File: src/rtl/mem_read_arbiter_pkg.sv
// Shared AXI constants, FSM state type and small helpers for the
// two-requester read arbiter.
package mem_read_arbiter_pkg;

    // AXI encodings driven or checked by the arbiter.
    localparam logic [1:0] BURST_INCR = 2'b01;
    localparam logic [1:0] RESP_OKAY  = 2'b00;
    localparam logic [2:0] SIZE_16B   = 3'b100;

    // Bursts are issued 16-byte aligned, matching SIZE_16B beats.
    localparam int ALIGN_BITS = 4;

    // Top-level controller states: one burst in flight at most.
    typedef enum logic [1:0] {
        IDLE = 2'b00,
        ADDR = 2'b01,
        DATA = 2'b10
    } state_e;

    // One-hot strobe for the requester that owns the current burst.
    function automatic logic [1:0] owner_onehot(input logic owner);
        return owner ? 2'b10 : 2'b01;
    endfunction

endpackage

File: src/rtl/mem_read_arbiter_rr_arbiter2.sv
// Two-way round-robin grant: a lone request always wins; under contention
// the requester that was not granted last time wins.
module rr_arbiter2 (
    input  logic [1:0] req,
    input  logic       last_grant,
    output logic [1:0] grant
);

    // Pick the winner from the current requests and the last winner.
    always_comb begin
        grant = 2'b00;
        unique case (req)
            2'b01:   grant = 2'b01;
            2'b10:   grant = 2'b10;
            2'b11:   grant = last_grant ? 2'b01 : 2'b10;
            default: grant = 2'b00;
        endcase
    end

endmodule

File: src/rtl/mem_read_arbiter.sv
// Arbitrates two burst-read requesters onto a single AXI read port.
// One burst is outstanding at a time; R beats are forwarded to the owner
// combinationally and a burst error is reported with the final beat.
module mem_read_arbiter
    import mem_read_arbiter_pkg::*;
#(
    parameter int ADDR_W = 32,
    parameter int DATA_W = 128
) (
    input  logic              clk,
    input  logic              resetn,
    // requester side
    input  logic [1:0]        req_valid,
    output logic [1:0]        req_ready,
    input  logic [ADDR_W-1:0] req_addr0,
    input  logic [ADDR_W-1:0] req_addr1,
    input  logic [3:0]        req_len0,
    input  logic [3:0]        req_len1,
    // AXI AR channel
    output logic [ADDR_W-1:0] araddr,
    output logic [1:0]        arburst,
    output logic [3:0]        arlen,
    output logic [2:0]        arsize,
    output logic              arvalid,
    input  logic              arready,
    // AXI R channel
    input  logic [DATA_W-1:0] rdata,
    input  logic              rvalid,
    input  logic              rlast,
    input  logic [1:0]        rresp,
    output logic              rready,
    // response side
    output logic [DATA_W-1:0] resp_data,
    output logic [1:0]        resp_valid,
    output logic              resp_last,
    output logic              resp_err,
    output logic              busy
);

    localparam logic [ADDR_W-1:0] ALIGN_MASK = {{(ADDR_W-ALIGN_BITS){1'b1}}, {ALIGN_BITS{1'b0}}};

    state_e            state_q,      state_d;
    logic [ADDR_W-1:0] addr_q,       addr_d;
    logic [3:0]        len_q,        len_d;
    logic              owner_q,      owner_d;
    logic              last_grant_q, last_grant_d;
    logic [3:0]        beat_cnt_q,   beat_cnt_d;
    logic              err_q,        err_d;

    logic [1:0]        grant;
    logic              beat_err;

    rr_arbiter2 u_rr (
        .req        (req_valid),
        .last_grant (last_grant_q),
        .grant      (grant)
    );

    // Constant AR attributes and the aligned, latched burst address.
    assign araddr    = addr_q & ALIGN_MASK;
    assign arlen     = len_q;
    assign arburst   = BURST_INCR;
    assign arsize    = SIZE_16B;
    assign resp_data = rdata;
    assign busy      = (state_q != IDLE);

    // A beat is bad if the slave flags it, or if it closes the burst at the wrong count.
    assign beat_err = (rresp != RESP_OKAY) || (rlast && (beat_cnt_q != len_q));

    // Next-state and output decode for the IDLE -> ADDR -> DATA controller.
    always_comb begin
        // NOTE: every output and next-state value is defaulted first, so no branch can leave one unassigned and infer a latch.
        state_d      = state_q;
        addr_d       = addr_q;
        len_d        = len_q;
        owner_d      = owner_q;
        last_grant_d = last_grant_q;
        beat_cnt_d   = beat_cnt_q;
        err_d        = err_q;
        req_ready    = 2'b00;
        arvalid      = 1'b0;
        rready       = 1'b0;
        resp_valid   = 2'b00;
        resp_last    = 1'b0;
        resp_err     = 1'b0;

        unique case (state_q)
            IDLE: begin
                // Held off while reset is asserted so req_ready stays low.
                if (resetn && (grant != 2'b00)) begin
                    req_ready    = grant;
                    owner_d      = grant[1];
                    last_grant_d = grant[1];
                    addr_d       = grant[1] ? req_addr1 : req_addr0;
                    len_d        = grant[1] ? req_len1  : req_len0;
                    beat_cnt_d   = 4'd0;
                    err_d        = 1'b0;
                    state_d      = ADDR;
                end
            end

            ADDR: begin
                arvalid = 1'b1;
                if (arready) begin
                    state_d = DATA;
                end
            end

            DATA: begin
                rready = 1'b1;
                if (rvalid) begin
                    resp_valid = owner_onehot(owner_q);
                    resp_last  = rlast;
                    if (rlast) begin
                        resp_err   = err_q | beat_err;
                        beat_cnt_d = 4'd0;
                        err_d      = 1'b0;
                        state_d    = IDLE;
                    end else begin
                        // Reaching len without rlast means the slave overran the burst.
                        beat_cnt_d = beat_cnt_q + 4'd1;
                        if (beat_err || (beat_cnt_q == len_q)) begin
                            err_d = 1'b1;
                        end
                    end
                end
            end

            default: begin
                state_d = IDLE;
            end
        endcase
    end

    // Controller registers with synchronous active-low reset.
    always_ff @(posedge clk) begin
        // NOTE: sequential state is written with non-blocking assignments so every register samples pre-edge values.
        if (!resetn) begin
            state_q      <= IDLE;
            addr_q       <= '0;
            len_q        <= 4'd0;
            owner_q      <= 1'b0;
            last_grant_q <= 1'b1;
            beat_cnt_q   <= 4'd0;
            err_q        <= 1'b0;
        end else begin
            state_q      <= state_d;
            addr_q       <= addr_d;
            len_q        <= len_d;
            owner_q      <= owner_d;
            last_grant_q <= last_grant_d;
            beat_cnt_q   <= beat_cnt_d;
            err_q        <= err_d;
        end
    end

endmodule

File: config.mk
export PLATFORM = sky130hd
export DESIGN_NAME = mem_read_arbiter
export DESIGN_NICKNAME = d
export VERILOG_FILES = /design/src/rtl/mem_read_arbiter_pkg.sv /design/src/rtl/mem_read_arbiter_rr_arbiter2.sv /design/src/rtl/mem_read_arbiter.sv
export SDC_FILE = /design/constraint.sdc
export NUM_CORES = 1
export LEC_CHECK = 0
export BUFFER_PORTS_ARGS = -buffer_cell sky130_fd_sc_hd__buf_2
export CORE_AREA = 2 2 149 151
export CTS_CLUSTER_DIAMETER = 100
export DETAILED_ROUTE_END_ITERATION = 16
export DIE_AREA = 0 0 151 153
export PLACE_DENSITY = 0.53
export SYNTH_ARGS = -nofsm -noshare
export SYNTH_HDL_FRONTEND = slang
export SYNTH_HIERARCHICAL = 1
export SYNTH_SLANG_ARGS = --single-unit
File: constraint.sdc
create_clock -name clk -period 4.1 [get_ports clk]
set_clock_uncertainty 0.2 [all_clocks]
set_input_delay 0.615 -clock clk [delete_from_list [all_inputs] [get_ports clk]]
set_output_delay 0.615 -clock clk [all_outputs]
set_load 0.03 [all_outputs]
==> reports/results.txt <==
The run finished with clean final reports. Using the TritonRoute via totals, the vias-per-cell ratio works out to 3.50. The worst pin sits at a relative slew slack of 58.2%. The tree is rooted in a sky130_fd_sc_hd__clkbuf_16. The proportion of power drawn by flip-flops and latches was 38.7%. The count of state elements after synthesis came out at 41.

The area of the placeable core was 21500 um2. Global routing used 8.49% of the available tracks. The run gives 26.7% as the sequential share of the synthesized area. STA classifies the critical path startpoint as a primary input. Across the VDD grid, the largest voltage drop is 0.128 mV. Relative contribution of the clock network to total power: 31.2%.

The maximum fanout encountered on the critical timing path was 15; the total CTS buffers was 5. Maximum number of pins on one net before global-route repair: 65. At the end of the flow, the number of nets in the layout was 540. The tools report the final-layout setup total negative slack as 0 ns. Counting along the longest clock path gives a buffer depth of 2. After clock tree synthesis, the clock-pin slew on the worst setup and hold paths is 0.06 ns. The internal portion of the total power is 0.000826 W.

The worst hold path begins at err_q$_SDFFE_PN0P_. The run gives 34 as the unique cell type count in the Yosys netlist. For this run, design rule violations remaining after detail routing come to 0.

At the end of routability-driven placement, the weighted congestion stood at 0.655. The CTS H-tree depth is 2. The detailed-routing iteration count for the pre-antenna-repair pass is 4. The hold violation count in the final report is 0.

Setup repair after global routing left no endpoint under its margin. TritonCTS built the clock tree. The post-CTS setup repair buffer count is 0. The shortest clock period the worst path allows after layout is 2.55 ns, and the net switching fraction of the power is 34.5%.

For the worst-skew pair, the clock arrives at the later sink with an insertion delay of 0.28 ns. The repair_antennas step left the layout with diodes totalling 0. For the pin with the worst max-slew slack, the measured transition is 0.625 ns.

The logs give 0 for the number of maximum-capacitance violations and 0.000436 W for the switching power summed over all nets. The layout-stage area growth over the synthesis result is 0.163%, and the final setup violation count is 0. For the synthesized area, the log shows 3070 um2.

The first global-routing pass estimated 14100 um of wire. In this run the count of I/O pins placed on the die edge is 387. The floorplan has 54 rows. Once detail routing completed, the nets flagged for antenna violations numbered 0. The mean instance size in the synthesized netlist was 8.67 um2; the number of synthesis warnings was 6. Once the floorplan was initialized, standard cells occupied 14.3% of the core. The number of buffers inserted for hold repair after clock tree synthesis is 0. The count of fill cells added during filler insertion is 2490. Cells with a size suffix above 1 make up 37.6% of the layout. The worst setup path is captured at a primary output. The final critical path takes up 62.3% of the cycle. After global routing the overflow that remains totals 0. In this run, the number of DRC markers left after iteration 0 of detailed routing was 43. The number of pins exceeding their max-slew limit in the final report is 0. In this run the worst setup path begins at req_valid[0]. The die covers 23100 um2. Most frequently used flop master after synthesis: sky130_fd_sc_hd__dfxtp_1.

For this run, asynchronously set or reset flops after synthesis account for 0%. The die boundary width was 151 um. The number of global-route vias before repair was 2041. The number of sinks driven by the clock tree was 41; the worst hold margin was 0.270 ns. Data on the critical path arrives at its endpoint at 1.74 ns.

The cell count after synthesis is 354. The final routed wire length divided by cell count is 16.9 um, and the number of antenna violations at the first check in global routing is 0. The static leakage came out at 1.68 nW. The critical path is of the in -> out type. The worst endpoint required time was 3.28 ns. Buffers placed on the I/O ports in this run total 113. Summed over all nets, the half-perimeter wirelength after detailed placement is 8670 um. In this run, synthesis inferred 0 flip-flops with an integrated enable.

The tools report the reg-to-reg startpoint as last_grant_q$_SDFFE_PN1P_. The vertical die dimension is 153 um, and the fmax is 0.392 GHz. The min-delay analysis places its worst path in the category reg -> reg. Summing over every cut layer, the via total after detailed routing is 2136. Of the total power, combinational logic draws 30.1%.

The wire length after detailed routing is 10300 um, and the power density over cell area is 410 nW/um2. Post-CTS repair changed the size of 0 cells.
==> power by group through the flow <==
stage | Sequential, W | Combinational (W) | Clock, W
2_1_floorplan | 0.000576 | 0.000422 | 0
3_3_place_gp | 0.000496 | 0.000387 | 0
3_5_place_dp | 0.000497 | 0.000387 | 0
4_1_cts | 0.000490 | 0.000388 | 0.000413
5_1_grt | 0.000498 | 0.000418 | 0.000431
6_report | 0.000488 | 0.000379 | 0.000394
==> layout by cell type, fill, tap and decap left out, types with 2 or more instances in the layout <==
cell type                     n
sky130_fd_sc_hd__buf_2      113
sky130_fd_sc_hd__nand2_1     39
sky130_fd_sc_hd__mux2i_1     32
sky130_fd_sc_hd__inv_1        3
sky130_fd_sc_hd__and3_1       4
sky130_fd_sc_hd__nor2b_1      2
sky130_fd_sc_hd__clkbuf_16    5
sky130_fd_sc_hd__xor2_1       4
sky130_fd_sc_hd__buf_4        3
sky130_fd_sc_hd__or4_1        2
sky130_fd_sc_hd__o211a_1     32
sky130_fd_sc_hd__nor2_1       4
sky130_fd_sc_hd__nor3_1       3
sky130_fd_sc_hd__nand3_1      3
sky130_fd_sc_hd__dfxtp_1     41
sky130_fd_sc_hd__o21ai_0      5
sky130_fd_sc_hd__a21oi_1      4
sky130_fd_sc_hd__a21boi_0     2
sky130_fd_sc_hd__conb_1       9
sky130_fd_sc_hd__o31ai_1      2
==> worst max-delay path, stage by stage <==
cell and delay, ns:
sky130_fd_sc_hd__buf_2 0.12, sky130_fd_sc_hd__a21boi_4 0.51, sky130_fd_sc_hd__and3_1 0.26, sky130_fd_sc_hd__buf_2 0.22
==> layout make-up <==
class	count	area, um2	area share [%]
tap	280	350	11.4
timing repair buffer	116	588	19.1
clock buffer	7	143	4.64
sequential	41	821	26.7
multi-input combinational	163	1160	37.8
inverter	3	11.3	0.366
==> routing by layer <==
metal | GRT usage [%] | part of all wire (%) | vias to the layer above
li1 | - | - | 996
met2 | 13.3 | 44 | 196
met5 | 0 | 0 | -
met4 | 6.76 | 7.7 | 0
met1 | 7.29 | 29 | 894
met3 | 6.21 | 20 | 50
==> kinds of logic after synthesis <==
logic type / Yosys count / share of synthesized area [%]
adder cells (fa/ha/maj): 1 / 0.407
buffers and inverters: 157 / 36.7
AND/OR/NAND/NOR: 65 / 9.82
multiplexers: 32 / 10.4
AO/OA/AOI/OAI: 52 / 14.5
other: 2 / 0.245
XOR/XNOR: 4 / 1.14
flip-flops: 41 / 26.7
==> synthesized netlist by cell type, types with 2 or more instances <==
master	n	share of area, %
sky130_fd_sc_hd__o211a_1	32	10
sky130_fd_sc_hd__buf_4	140	34
sky130_fd_sc_hd__o21a_1	2	0.49
sky130_fd_sc_hd__o21ai_0	5	0.81
sky130_fd_sc_hd__conb_1	2	0.24
sky130_fd_sc_hd__and3_1	4	0.81
sky130_fd_sc_hd__inv_1	3	0.37
sky130_fd_sc_hd__a21oi_1	4	0.65
sky130_fd_sc_hd__or4_1	2	0.49
sky130_fd_sc_hd__a21boi_0	3	0.73
sky130_fd_sc_hd__dfxtp_1	41	27
sky130_fd_sc_hd__o31ai_1	2	0.49
sky130_fd_sc_hd__nor2_1	4	0.49
sky130_fd_sc_hd__mux2i_1	32	10
sky130_fd_sc_hd__xor2_1	4	1.1
sky130_fd_sc_hd__buf_2	9	1.5
sky130_fd_sc_hd__nor3_1	3	0.49
sky130_fd_sc_hd__clkbuf_1	5	0.61
sky130_fd_sc_hd__nand3_1	3	0.49
sky130_fd_sc_hd__nor2b_1	2	0.41
sky130_fd_sc_hd__nand2_1	39	4.8
==> path summary, 6_finish.rpt <==
| check | endpoint | slack (ns) | depth (start not counted) |
|---|---|---|---|
| hold reg to reg | err_q$_SDFFE_PN0P_ | 0.27 | 2 |
| setup / recovery | req_ready[1] | 1.55 | 4 |
| setup reg to reg | err_q$_SDFFE_PN0P_ | 1.85 | 5 |
| hold / removal | err_q$_SDFFE_PN0P_ | 0.27 | 2 |
==> flip-flops by register name (all words and copies together), names as in the netlist <==
name	count
err_q	1
beat_cnt_q	4
arlen	4
addr_q	28
last_grant_q	1
owner_q	1
state_q	2
==> stage by stage <==
stage	util (%)	area [um2]	setup slack (ns)	instances	total power [W]
2_1_floorplan	-	3100	1.33	361	0.000998
3_3_place_gp	13.7	2930	1.36	603	0.000883
3_5_place_dp	13.7	2930	1.37	603	0.000885
4_1_cts	14.3	3080	1.48	610	0.00129
5_1_grt	14.3	3080	1.42	610	0.00135
6_report	14.3	3080	1.55	610	0.00126
(Power assumes the default switching activity.)
